--- src/rtl/pcs_loopback_ctrl_if.sv ---
// Stream bundles around the TX-side loopback selector: MAC TX input, loopback input, TX PCS output.
interface pcs_loopback_ctrl_if #(
   parameter int DATA_W      = 64,
   parameter int LANE0_CNT_N = 1
);
   localparam int KEEP_W = DATA_W / 8;

   logic                   mac_ctrl_i;
   logic                   mac_idle_i;
   logic                   mac_term_i;
   logic                   mac_err_i;
   logic [LANE0_CNT_N-1:0] mac_start_i;
   logic [DATA_W-1:0]      mac_data_i;
   logic [KEEP_W-1:0]      mac_keep_i;
   logic                   mac_ready_o;

   logic                   lb_ctrl_i;
   logic                   lb_idle_i;
   logic                   lb_term_i;
   logic                   lb_err_i;
   logic [LANE0_CNT_N-1:0] lb_start_i;
   logic [DATA_W-1:0]      lb_data_i;
   logic [KEEP_W-1:0]      lb_keep_i;

   logic                   pcs_tx_ctrl_o;
   logic                   pcs_tx_idle_o;
   logic                   pcs_tx_term_o;
   logic                   pcs_tx_err_o;
   logic [LANE0_CNT_N-1:0] pcs_tx_start_o;
   logic [DATA_W-1:0]      pcs_tx_data_o;
   logic [KEEP_W-1:0]      pcs_tx_keep_o;

   modport master (
      output mac_ctrl_i, mac_idle_i, mac_term_i, mac_err_i, mac_start_i, mac_data_i, mac_keep_i,
      output lb_ctrl_i, lb_idle_i, lb_term_i, lb_err_i, lb_start_i, lb_data_i, lb_keep_i,
      input  mac_ready_o,
      input  pcs_tx_ctrl_o, pcs_tx_idle_o, pcs_tx_term_o, pcs_tx_err_o,
      input  pcs_tx_start_o, pcs_tx_data_o, pcs_tx_keep_o
   );

   modport slave (
      input  mac_ctrl_i, mac_idle_i, mac_term_i, mac_err_i, mac_start_i, mac_data_i, mac_keep_i,
      input  lb_ctrl_i, lb_idle_i, lb_term_i, lb_err_i, lb_start_i, lb_data_i, lb_keep_i,
      output mac_ready_o,
      output pcs_tx_ctrl_o, pcs_tx_idle_o, pcs_tx_term_o, pcs_tx_err_o,
      output pcs_tx_start_o, pcs_tx_data_o, pcs_tx_keep_o
   );
endinterface

--- src/rtl/pcs_loopback_ctrl.sv ---
// Selects MAC or PCS RX->TX loopback as the TX PCS source, switching only on idle blocks.
// Optional macro PCS_LOOPBACK_ERR_CNT_EN adds the lb_err_cnt_o loopback error counter.
module pcs_loopback_ctrl #(
   parameter int DATA_W      = 64,
   parameter int LANE0_CNT_N = 1,
   parameter int LOCK_CYC    = 64
) (
   input  logic               tx_clk,
   input  logic               tx_reset,
   input  logic               lpbk_en_i,
   input  logic               rx_lock_i,
   pcs_loopback_ctrl_if.slave bus,
`ifdef PCS_LOOPBACK_ERR_CNT_EN
   output logic [15:0]        lb_err_cnt_o,
`endif
   output logic               lpbk_active_o,
   output logic               lock_lost_o
);
   localparam int          KEEP_W     = DATA_W / 8;
   localparam logic [15:0] LOCK_MAX_C = 16'(LOCK_CYC - 1);

   typedef enum logic [2:0] {
      ST_NORMAL    = 3'd0,
      ST_DRAIN_MAC = 3'd1,
      ST_LOCK_WAIT = 3'd2,
      ST_ALIGN     = 3'd3,
      ST_LOOPBACK  = 3'd4,
      ST_DRAIN_LB  = 3'd5
   } state_t;

   typedef struct packed {
      logic                   ctrl;
      logic                   idle;
      logic                   term;
      logic                   err;
      logic [LANE0_CNT_N-1:0] start;
      logic [DATA_W-1:0]      data;
      logic [KEEP_W-1:0]      keep;
   } beat_t;

   function automatic beat_t ctl_beat(input logic idle, input logic err);
      beat_t b;
      b.ctrl  = 1'b1;
      b.idle  = idle;
      b.term  = 1'b0;
      b.err   = err;
      b.start = {LANE0_CNT_N{1'b0}};
      b.data  = {DATA_W{1'b0}};
      b.keep  = {KEEP_W{1'b0}};
      return b;
   endfunction

   state_t      state_r;
   state_t      state_s;
   logic [15:0] cnt_r;
   beat_t       beat_s;
   beat_t       out_r;
   beat_t       mac_beat_s;
   beat_t       lb_beat_s;
   logic        lost_set_s;
   logic        lpbk_en_d_r;
   logic        lpbk_rise_s;
   logic        mac_ready_r;
   logic        lpbk_active_r;
   logic        lock_lost_r;

   assign mac_beat_s  = {bus.mac_ctrl_i, bus.mac_idle_i, bus.mac_term_i, bus.mac_err_i,
                         bus.mac_start_i, bus.mac_data_i, bus.mac_keep_i};
   assign lb_beat_s   = {bus.lb_ctrl_i, bus.lb_idle_i, bus.lb_term_i, bus.lb_err_i,
                         bus.lb_start_i, bus.lb_data_i, bus.lb_keep_i};
   assign lpbk_rise_s = lpbk_en_i & ~lpbk_en_d_r;

   // Next-state and source selection; lock loss outranks any lpbk_en_i change.
   always_comb begin
      state_s    = state_r;
      beat_s     = ctl_beat(1'b1, 1'b0);
      lost_set_s = 1'b0;
      case (state_r)
         ST_NORMAL: begin
            beat_s = mac_beat_s;
            if (lpbk_en_i) state_s = ST_DRAIN_MAC;
            else           state_s = ST_NORMAL;
         end
         ST_DRAIN_MAC: begin
            beat_s = mac_beat_s;
            if (!lpbk_en_i)          state_s = ST_NORMAL;
            else if (bus.mac_idle_i) state_s = ST_LOCK_WAIT;
            else                     state_s = ST_DRAIN_MAC;
         end
         ST_LOCK_WAIT: begin
            if (!lpbk_en_i)                             state_s = ST_NORMAL;
            else if (rx_lock_i && (cnt_r == LOCK_MAX_C)) state_s = ST_ALIGN;
            else                                        state_s = ST_LOCK_WAIT;
         end
         ST_ALIGN: begin
            if (!rx_lock_i)      state_s = ST_LOCK_WAIT;
            else if (!lpbk_en_i) state_s = ST_NORMAL;
            else if (bus.lb_idle_i) begin
               beat_s  = lb_beat_s;
               state_s = ST_LOOPBACK;
            end else begin
               state_s = ST_ALIGN;
            end
         end
         ST_LOOPBACK: begin
            if (!rx_lock_i) begin
               beat_s     = ctl_beat(1'b0, 1'b1);
               lost_set_s = 1'b1;
               state_s    = ST_LOCK_WAIT;
            end else begin
               beat_s = lb_beat_s;
               if (!lpbk_en_i) state_s = ST_DRAIN_LB;
               else            state_s = ST_LOOPBACK;
            end
         end
         ST_DRAIN_LB: begin
            if (!rx_lock_i) begin
               beat_s     = ctl_beat(1'b0, 1'b1);
               lost_set_s = 1'b1;
               state_s    = ST_NORMAL;
            end else begin
               beat_s = lb_beat_s;
               if (bus.lb_idle_i) state_s = ST_NORMAL;
               else               state_s = ST_DRAIN_LB;
            end
         end
         default: begin
            beat_s  = ctl_beat(1'b1, 1'b0);
            state_s = ST_NORMAL;
         end
      endcase
   end

   // State register and registered stream/status outputs.
   always_ff @(posedge tx_clk) begin
      if (tx_reset) begin
         state_r       <= ST_NORMAL;
         out_r         <= ctl_beat(1'b1, 1'b0);
         mac_ready_r   <= 1'b1;
         lpbk_active_r <= 1'b0;
         lpbk_en_d_r   <= 1'b0;
      end else begin
         state_r       <= state_s;
         out_r         <= beat_s;
         mac_ready_r   <= (state_s == ST_NORMAL) || (state_s == ST_DRAIN_MAC);
         lpbk_active_r <= (state_s == ST_LOOPBACK) || (state_s == ST_DRAIN_LB);
         lpbk_en_d_r   <= lpbk_en_i;
      end
   end

   // Consecutive-lock counter, live only in LOCK_WAIT and saturating at the qualify point.
   always_ff @(posedge tx_clk) begin
      if (tx_reset)                                    cnt_r <= 16'd0;
      else if ((state_r != ST_LOCK_WAIT) || !rx_lock_i) cnt_r <= 16'd0;
      else if (cnt_r != LOCK_MAX_C)                    cnt_r <= cnt_r + 16'd1;
      else                                             cnt_r <= cnt_r;
   end

   // Sticky lock-loss flag; a fresh loopback request clears it.
   always_ff @(posedge tx_clk) begin
      if (tx_reset)         lock_lost_r <= 1'b0;
      else if (lost_set_s)  lock_lost_r <= 1'b1;
      else if (lpbk_rise_s) lock_lost_r <= 1'b0;
      else                  lock_lost_r <= lock_lost_r;
   end

`ifdef PCS_LOOPBACK_ERR_CNT_EN
   logic [15:0] err_cnt_r;
   logic        err_inc_s;

   // While active, the loopback beat is forwarded exactly when lock is still present.
   assign err_inc_s = ((state_r == ST_LOOPBACK) || (state_r == ST_DRAIN_LB)) && rx_lock_i && bus.lb_err_i;

   // Saturating count of forwarded errored loopback beats.
   always_ff @(posedge tx_clk) begin
      if (tx_reset)                                err_cnt_r <= 16'd0;
      else if (lpbk_rise_s)                        err_cnt_r <= 16'd0;
      else if (err_inc_s && (err_cnt_r != 16'hFFFF)) err_cnt_r <= err_cnt_r + 16'd1;
      else                                         err_cnt_r <= err_cnt_r;
   end

   assign lb_err_cnt_o = err_cnt_r;
`endif

   assign bus.mac_ready_o    = mac_ready_r;
   assign bus.pcs_tx_ctrl_o  = out_r.ctrl;
   assign bus.pcs_tx_idle_o  = out_r.idle;
   assign bus.pcs_tx_term_o  = out_r.term;
   assign bus.pcs_tx_err_o   = out_r.err;
   assign bus.pcs_tx_start_o = out_r.start;
   assign bus.pcs_tx_data_o  = out_r.data;
   assign bus.pcs_tx_keep_o  = out_r.keep;
   assign lpbk_active_o      = lpbk_active_r;
   assign lock_lost_o        = lock_lost_r;
endmodule

--- src/flat_wrapper.sv ---
// flat-port wrapper written by rule: the top's interface ports become plain ports
module pcs_loopback_ctrl_flat 
#(
   parameter int DATA_W      = 64,
   parameter int LANE0_CNT_N = 1,
   parameter int LOCK_CYC    = 64
)
  (tx_clk, tx_reset, lpbk_en_i, rx_lock_i, lpbk_active_o, lock_lost_o, bus_mac_ctrl_i, bus_mac_idle_i, bus_mac_term_i, bus_mac_err_i, bus_mac_start_i, bus_mac_data_i, bus_mac_keep_i, bus_lb_ctrl_i, bus_lb_idle_i, bus_lb_term_i, bus_lb_err_i, bus_lb_start_i, bus_lb_data_i, bus_lb_keep_i, bus_mac_ready_o, bus_pcs_tx_ctrl_o, bus_pcs_tx_idle_o, bus_pcs_tx_term_o, bus_pcs_tx_err_o, bus_pcs_tx_start_o, bus_pcs_tx_data_o, bus_pcs_tx_keep_o);
  pcs_loopback_ctrl_if #(.DATA_W(DATA_W), .LANE0_CNT_N(LANE0_CNT_N)) bus_i ();
  input  logic tx_clk;
  input  logic tx_reset;
  input  logic lpbk_en_i;
  input  logic rx_lock_i;
  output logic lpbk_active_o;
  output logic lock_lost_o;
  input wire logic [$bits(bus_i.mac_ctrl_i)-1:0] bus_mac_ctrl_i;
  input wire logic [$bits(bus_i.mac_idle_i)-1:0] bus_mac_idle_i;
  input wire logic [$bits(bus_i.mac_term_i)-1:0] bus_mac_term_i;
  input wire logic [$bits(bus_i.mac_err_i)-1:0] bus_mac_err_i;
  input wire logic [$bits(bus_i.mac_start_i)-1:0] bus_mac_start_i;
  input wire logic [$bits(bus_i.mac_data_i)-1:0] bus_mac_data_i;
  input wire logic [$bits(bus_i.mac_keep_i)-1:0] bus_mac_keep_i;
  input wire logic [$bits(bus_i.lb_ctrl_i)-1:0] bus_lb_ctrl_i;
  input wire logic [$bits(bus_i.lb_idle_i)-1:0] bus_lb_idle_i;
  input wire logic [$bits(bus_i.lb_term_i)-1:0] bus_lb_term_i;
  input wire logic [$bits(bus_i.lb_err_i)-1:0] bus_lb_err_i;
  input wire logic [$bits(bus_i.lb_start_i)-1:0] bus_lb_start_i;
  input wire logic [$bits(bus_i.lb_data_i)-1:0] bus_lb_data_i;
  input wire logic [$bits(bus_i.lb_keep_i)-1:0] bus_lb_keep_i;
  output wire logic [$bits(bus_i.mac_ready_o)-1:0] bus_mac_ready_o;
  output wire logic [$bits(bus_i.pcs_tx_ctrl_o)-1:0] bus_pcs_tx_ctrl_o;
  output wire logic [$bits(bus_i.pcs_tx_idle_o)-1:0] bus_pcs_tx_idle_o;
  output wire logic [$bits(bus_i.pcs_tx_term_o)-1:0] bus_pcs_tx_term_o;
  output wire logic [$bits(bus_i.pcs_tx_err_o)-1:0] bus_pcs_tx_err_o;
  output wire logic [$bits(bus_i.pcs_tx_start_o)-1:0] bus_pcs_tx_start_o;
  output wire logic [$bits(bus_i.pcs_tx_data_o)-1:0] bus_pcs_tx_data_o;
  output wire logic [$bits(bus_i.pcs_tx_keep_o)-1:0] bus_pcs_tx_keep_o;
  assign bus_i.mac_ctrl_i = bus_mac_ctrl_i;
  assign bus_i.mac_idle_i = bus_mac_idle_i;
  assign bus_i.mac_term_i = bus_mac_term_i;
  assign bus_i.mac_err_i = bus_mac_err_i;
  assign bus_i.mac_start_i = bus_mac_start_i;
  assign bus_i.mac_data_i = bus_mac_data_i;
  assign bus_i.mac_keep_i = bus_mac_keep_i;
  assign bus_i.lb_ctrl_i = bus_lb_ctrl_i;
  assign bus_i.lb_idle_i = bus_lb_idle_i;
  assign bus_i.lb_term_i = bus_lb_term_i;
  assign bus_i.lb_err_i = bus_lb_err_i;
  assign bus_i.lb_start_i = bus_lb_start_i;
  assign bus_i.lb_data_i = bus_lb_data_i;
  assign bus_i.lb_keep_i = bus_lb_keep_i;
  assign bus_mac_ready_o = bus_i.mac_ready_o;
  assign bus_pcs_tx_ctrl_o = bus_i.pcs_tx_ctrl_o;
  assign bus_pcs_tx_idle_o = bus_i.pcs_tx_idle_o;
  assign bus_pcs_tx_term_o = bus_i.pcs_tx_term_o;
  assign bus_pcs_tx_err_o = bus_i.pcs_tx_err_o;
  assign bus_pcs_tx_start_o = bus_i.pcs_tx_start_o;
  assign bus_pcs_tx_data_o = bus_i.pcs_tx_data_o;
  assign bus_pcs_tx_keep_o = bus_i.pcs_tx_keep_o;
  pcs_loopback_ctrl #(.DATA_W(DATA_W), .LANE0_CNT_N(LANE0_CNT_N), .LOCK_CYC(LOCK_CYC)) u_core (.tx_clk(tx_clk), .tx_reset(tx_reset), .lpbk_en_i(lpbk_en_i), .rx_lock_i(rx_lock_i), .bus(bus_i), .lpbk_active_o(lpbk_active_o), .lock_lost_o(lock_lost_o));
endmodule
--- config.mk ---
export PLATFORM = sky130hd
export DESIGN_NAME = pcs_loopback_ctrl_flat
export DESIGN_NICKNAME = d
export VERILOG_FILES = /design/src/rtl/pcs_loopback_ctrl_if.sv /design/src/rtl/pcs_loopback_ctrl.sv /design/src/flat_wrapper.sv
export SDC_FILE = /design/constraint.sdc
export NUM_CORES = 1
export LEC_CHECK = 0
export CAP_MARGIN = 25
export CORE_MARGIN = 2
export CORE_UTILIZATION = 29
export CTS_CLUSTER_DIAMETER = 40
export DETAILED_ROUTE_END_ITERATION = 10
export GPL_TIMING_DRIVEN = 0
export PLACE_DENSITY = 0.73
export SLEW_MARGIN = 15
export SYNTH_ARGS = -nofsm -noshare
export SYNTH_HDL_FRONTEND = slang
export SYNTH_SLANG_ARGS = --single-unit
--- constraint.sdc ---
create_clock -name tx_clk -period 2.81 [get_ports tx_clk]
set_clock_uncertainty 0.15 [all_clocks]
set_input_delay 0.562 -clock tx_clk [delete_from_list [all_inputs] [get_ports tx_clk]]
set_output_delay 0.562 -clock tx_clk [all_outputs]
set_load 0.01 [all_outputs]
Yosys cells after proc, flatten, opt, wreduce, memory -nomap -nowiden --
Cells that the tools add are included.
Storage, ports and cells: register bits 100, input bits 158
Cells by class: $add $sub $neg 1, eq/ne operators 11, muxes and demuxes 22, bitwise gates (word level) 2, reductions and logical operators 11
Operators by type and width (number):
- 77-bit 2-to-1 mux | 4
- 77-bit one-hot mux with 3 select lines | 1
- 3-bit 2-to-1 mux | 8
- 3-bit one-hot mux with 6 select lines | 1
- 16-bit by 1-bit adder with 16-bit output (second input constant) | 1
- 16-bit by 6-bit equality test with 1-bit output (second input constant) | 1
- 16-bit by 6-bit inequality test with 1-bit output (second input constant) | 1
- 3-bit equality test (second input constant) | 4
- 1-bit 2-to-1 mux | 7
- 3-bit by 1-bit equality test with 1-bit output (second input constant) | 2
- 3-bit by 2-bit equality test with 1-bit output (second input constant) | 2
- 3-bit logical NOT | 2
- 2-bit OR reduction | 3
- 1-bit logical OR | 3
- 3-bit by 2-bit inequality test with 1-bit output (second input constant) | 1
- 2-bit 2-to-1 mux | 1
- 2-bit nonzero test | 1
- 1-bit bitwise AND | 1
- 1-bit logical AND | 1
- 1-bit logical NOT | 1
- 1-bit inverter | 1

Depth between registers and ports, before layout --
word-level depth 7, depth in mapped cells 7, depth with buffers taken out 5

Least setup slack after synthesis --
Ideal clock, no wire load.
path type register to register, from register u_core.cnt_r[0], to register u_core.cnt_r[2], library setup time 0.070 ns, arrival time 1.609 ns, setup slack 0.981 ns, stages on the path, launching flop included 7, period minus slack after synthesis 1.829 ns, cells stage by stage dfxtp_1 -> ha_1 -> nor3b_1 -> and4_4 -> buf_4 -> or3_2 -> a21oi_1
On the way: word-level cells in the longest chain between the ends 1, elaborated cells on any way between the ends 2
RTL lines:
- from (decl) | RTL line pcs_loopback_ctrl.sv:55 | logic [15:0] cnt_r;
- from (signal assigned) | RTL line pcs_loopback_ctrl.sv:155 | else if (cnt_r != LOCK_MAX_C) cnt_r <= cnt_r + 16'd1;
- from (signal assigned) | RTL line pcs_loopback_ctrl.sv:156 | else cnt_r <= cnt_r;
- 16-bit by 1-bit adder with 16-bit output / 16-bit by 6-bit inequality test with 1-bit output (equally long branches) | RTL line pcs_loopback_ctrl.sv:155
Several ways; a longest one is shown, not always the timed one. A chain may end at the register's enable or synchronous reset.

Worst setup path after layout --
from input port rx_lock_i, to register u_core.out_r (netlist bit u_core.bus.pcs_tx_data_o[56])
On the way: word-level cells in the longest chain between the ends 2, elaborated cells on any way between the ends 3
RTL lines:
- from (decl) | RTL line flat_wrapper.sv:13 | input logic rx_lock_i;
- 77-bit 2-to-1 mux, on equally long branches | RTL line pcs_loopback_ctrl.sv:106, pcs_loopback_ctrl.sv:117, pcs_loopback_ctrl.sv:96
- 77-bit one-hot mux with 3 select lines * | RTL line pcs_loopback_ctrl.sv:78 | case (state_r)
- to (signal assigned) | RTL line pcs_loopback_ctrl.sv:138 | out_r <= ctl_beat(1'b1, 1'b0);
- to (signal assigned) | RTL line pcs_loopback_ctrl.sv:144 | out_r <= beat_s;
- to (decl) | RTL line pcs_loopback_ctrl.sv:57 | beat_t out_r;
Mark *: on every way between the ends. The rest lies on a longest branch, timed or not.

==> results_dict.tcl <==
set metrics [dict create \
    status "finished clean" \
    crit_type "input port to flip-flop" \
    postSynth.asyncResetShare_pct 0 \
    grt_antenna_before_repair 0 \
    portBuffers 236 \
    drt_iter0_drc 163 \
    worstHoldPathCells 2 \
    grt_pass1_vias 4009 \
    worst_pin_slew_ns 0.712 \
    synth_common_cells "dfxtp_1, nor2b_1, a32oi_1" \
    cts_setup_buffers 0 \
    yosysTopAreaCell "dfxtp_1" \
    ctsResizeCount 0 \
    routed_wl_um 13700 \
    fin_ws_ns 0.306 \
    yosysWarnings 0 \
    syn_area_per_cell_um2 9.96 \
    reg2regPathDepth 6 \
    power.density_mw_per_mm2 483 \
    dpl_cell_area_mm2 0.00661 \
    finalCriticalPeriod_ns 2.50 \
    critPathLaunch "rx_lock_i" \
    vias_per_cell 4.92 \
    reg2reg_to "u_core.bus.pcs_tx_data_o[18]" \
    seq_area_mm2 0.00200 \
    drive_gt1_share_pct 5.65 \
    critical_path_arrival_ns 2.63 \
    cts_tree "yes" \
    yosys.area.top_type_share_pct 49.7 \
    track_usage_pct 17.8 \
    slew_viol_final 0 \
    final_antenna_net_count 0 \
    die_h_um 122 \
    die_area_mm2 0.0148 \
    io_pins 238 \
    postLayoutCellArea_mm2 0.00692 \
    syn_inst 404 \
    dpl.hpwl_um 10500 \
    start_util_pct 29.3 \
    syn_to_final_growth_pct 71.8 \
    cp.required_ns 2.94 \
    vias 4108 \
    hold_path_class "flip-flop to flip-flop" \
    gp_congestion 0.838 \
    cts_made_buffers 9 \
    internal_power_mw 2.62 \
    synth_nets 563 \
    postCtsHoldBufs 0 \
    rrSetupSlack_ns 0.77 \
    grt_max_degree 15 \
    overflow 0 \
    p_clk_share_pct 37.9 \
    h-tree-depth 3 \
    synth_edf_count 0 \
    tns_ns 0 \
    n_fill_cell 1254 \
    synth_area_mm2 0.00403 \
    synth.distinct_cells 45 \
    finalSetupViolations 0 \
    post-synth-top-count-cell "dfxtp_1" \
    core-area_mm2 0.0137 \
    critPathLaunchType "input port" \
    endpoint_kind "flip-flop" \
    fp.dieW_um 122 \
    max-slew-margin-rel_pct 52.5 \
    period_share_pct 89.1 \
    reg2reg_from "u_core.state_r[2]" \
    path_clk_slew_ns 0.06 \
    fmax_ghz 0.399 \
    final_hold_viol_count 0 \
    synthTopCellsByArea "dfxtp_1, a32oi_1, nor2b_1" \
    sequentialPowerShare_pct 45.1 \
    ys_seq_elements 100 \
    nNetsFinal 810 \
    multi_input_area_mm2 0.00182 \
    firstDrtPassIters 6 \
    synth_ff_type "dfxtp_1" \
    swShare_pct 21.7 \
    clk_path_buf_depth 2 \
    grt_first_pass_wirelength_um 20500 \
    ctsRootBufferMaster "clkbuf_16" \
    yosysSeqAreaShare_pct 49.7 \
    endpoint "u_core.bus.pcs_tx_data_o[56]" \
    cts.sinks 100 \
    antenna_cells 0 \
    leakagePower_nw 2.44 \
    cp_max_fo 10 \
    ir_drop_uv 269 \
    place_worst_setup_slack_ns -0.0265 \
    comb_power_share_pct 17.1 \
    maxCapViolations 0 \
    drc 0 \
    rows 43 \
    netSwitchingPower_mw 0.725 \
    clock_latency_ns 0.34 \
    p_total_mw 3.34 \
    wl_per_cell_um 16.4 \
    rsz0062_at_grt "false" \
]
[per-layer routing]
metal  up-vias  track usage (%)  share of wire, %
met1      1926             21.1                41
met3        19             5.71               8.4
met4         0             6.75               2.2
met2       162             30.1                48
li1       2001                -                 -
met5         -                0                 0
[power groups by stage]
stage          combinational [mW]  clock, mW  sequential (mW)
2_1_floorplan               0.132          0             1.57
3_3_place_gp                0.565          0             1.54
3_5_place_dp                0.571          0             1.54
4_1_cts                     0.573       1.29             1.51
5_1_grt                     0.609       1.36             1.51
6_report                    0.570       1.27             1.51
[worst min path at each step]
stage / to / start
after detailed placement: u_core.lock_lost_o / u_core.lock_lost_o
after global placement: u_core.cnt_r[14] / u_core.cnt_r[14]
after global routing: u_core.lock_lost_o / u_core.lock_lost_o
after CTS: u_core.cnt_r[10] / u_core.cnt_r[10]
after floorplan: u_core.cnt_r[14] / u_core.cnt_r[14]
final: u_core.cnt_r[10] / u_core.cnt_r[10]
[state kept, by name, summed over array words and instances, names as in the netlist, 3 cells and up]
name / flops
u_core.cnt_r: 16
u_core.bus.pcs_tx_data_o: 64
u_core.state_r: 3
u_core.bus.pcs_tx_keep_o: 8
[area by class of cell]
class	count	share of cell area, %
Inverter	5	0.271
Buffer	40	2.71
Tap cell	180	3.26
Timing Repair Buffer	236	34.2
Clock inverter	1	0.434
Clock buffer	14	3.96
Sequential cell	100	28.9
Multi-Input combinational cell	259	26.3
[worst max-delay path: stages]
cell and delay, ns:
clkdlybuf4s50_1 0.47, buf_2 0.24, clkbuf_1 0.58, clkbuf_1 0.46, a32oi_1 0.19, nor2b_1 0.13
[cell usage in the layout (no fill, tap or decap), drive strengths merged, types with 2 or more instances in the layout]
master,netlist,routed
or4,2,2
xnor2,4,4
nor3,6,6
nand4b,2,2
nor4,4,4
clkbuf,25,39
or3,6,6
nand4,4,4
and4,2,2
clkdlybuf4s50,0,236
a21oi,11,11
nor2b,79,79
nand3,7,7
nand2b,6,6
inv,5,5
and3b,2,2
o31ai,2,2
buf,15,15
xor2,2,2
dfxtp,100,100
nand2,9,9
o21ai,6,6
mux2i,2,2
a32oi,74,74
nor2,12,12
a31oi,2,2
[cell families (layout without fill, tap and decap cells)]
logic type | after synthesis | in the layout | share of synthesized area (%)
adder cells (fa/ha/maj) | 1 | 1 | 0.311
XOR/XNOR | 6 | 6 | 1.31
multiplexers | 2 | 2 | 0.497
flip-flops | 100 | 100 | 49.7
AND/OR/NAND/NOR | 145 | 145 | 22.0
buffers and inverters | 45 | 296 | 5.13
AO/OA/AOI/OAI | 105 | 105 | 21.0
[through the flow]
step / instances / util (%) / hold WS [ns]
2_1_floorplan: 404 / - / 0.312
3_3_place_gp: 820 / 48.2 / 0.332
3_5_place_dp: 820 / 48.2 / 0.340
4_1_cts: 835 / 50.4 / 0.352
5_1_grt: 835 / 50.4 / 0.380
6_report: 835 / 50.4 / 0.352
No activity file was read; power rests on OpenSTA's default activity.
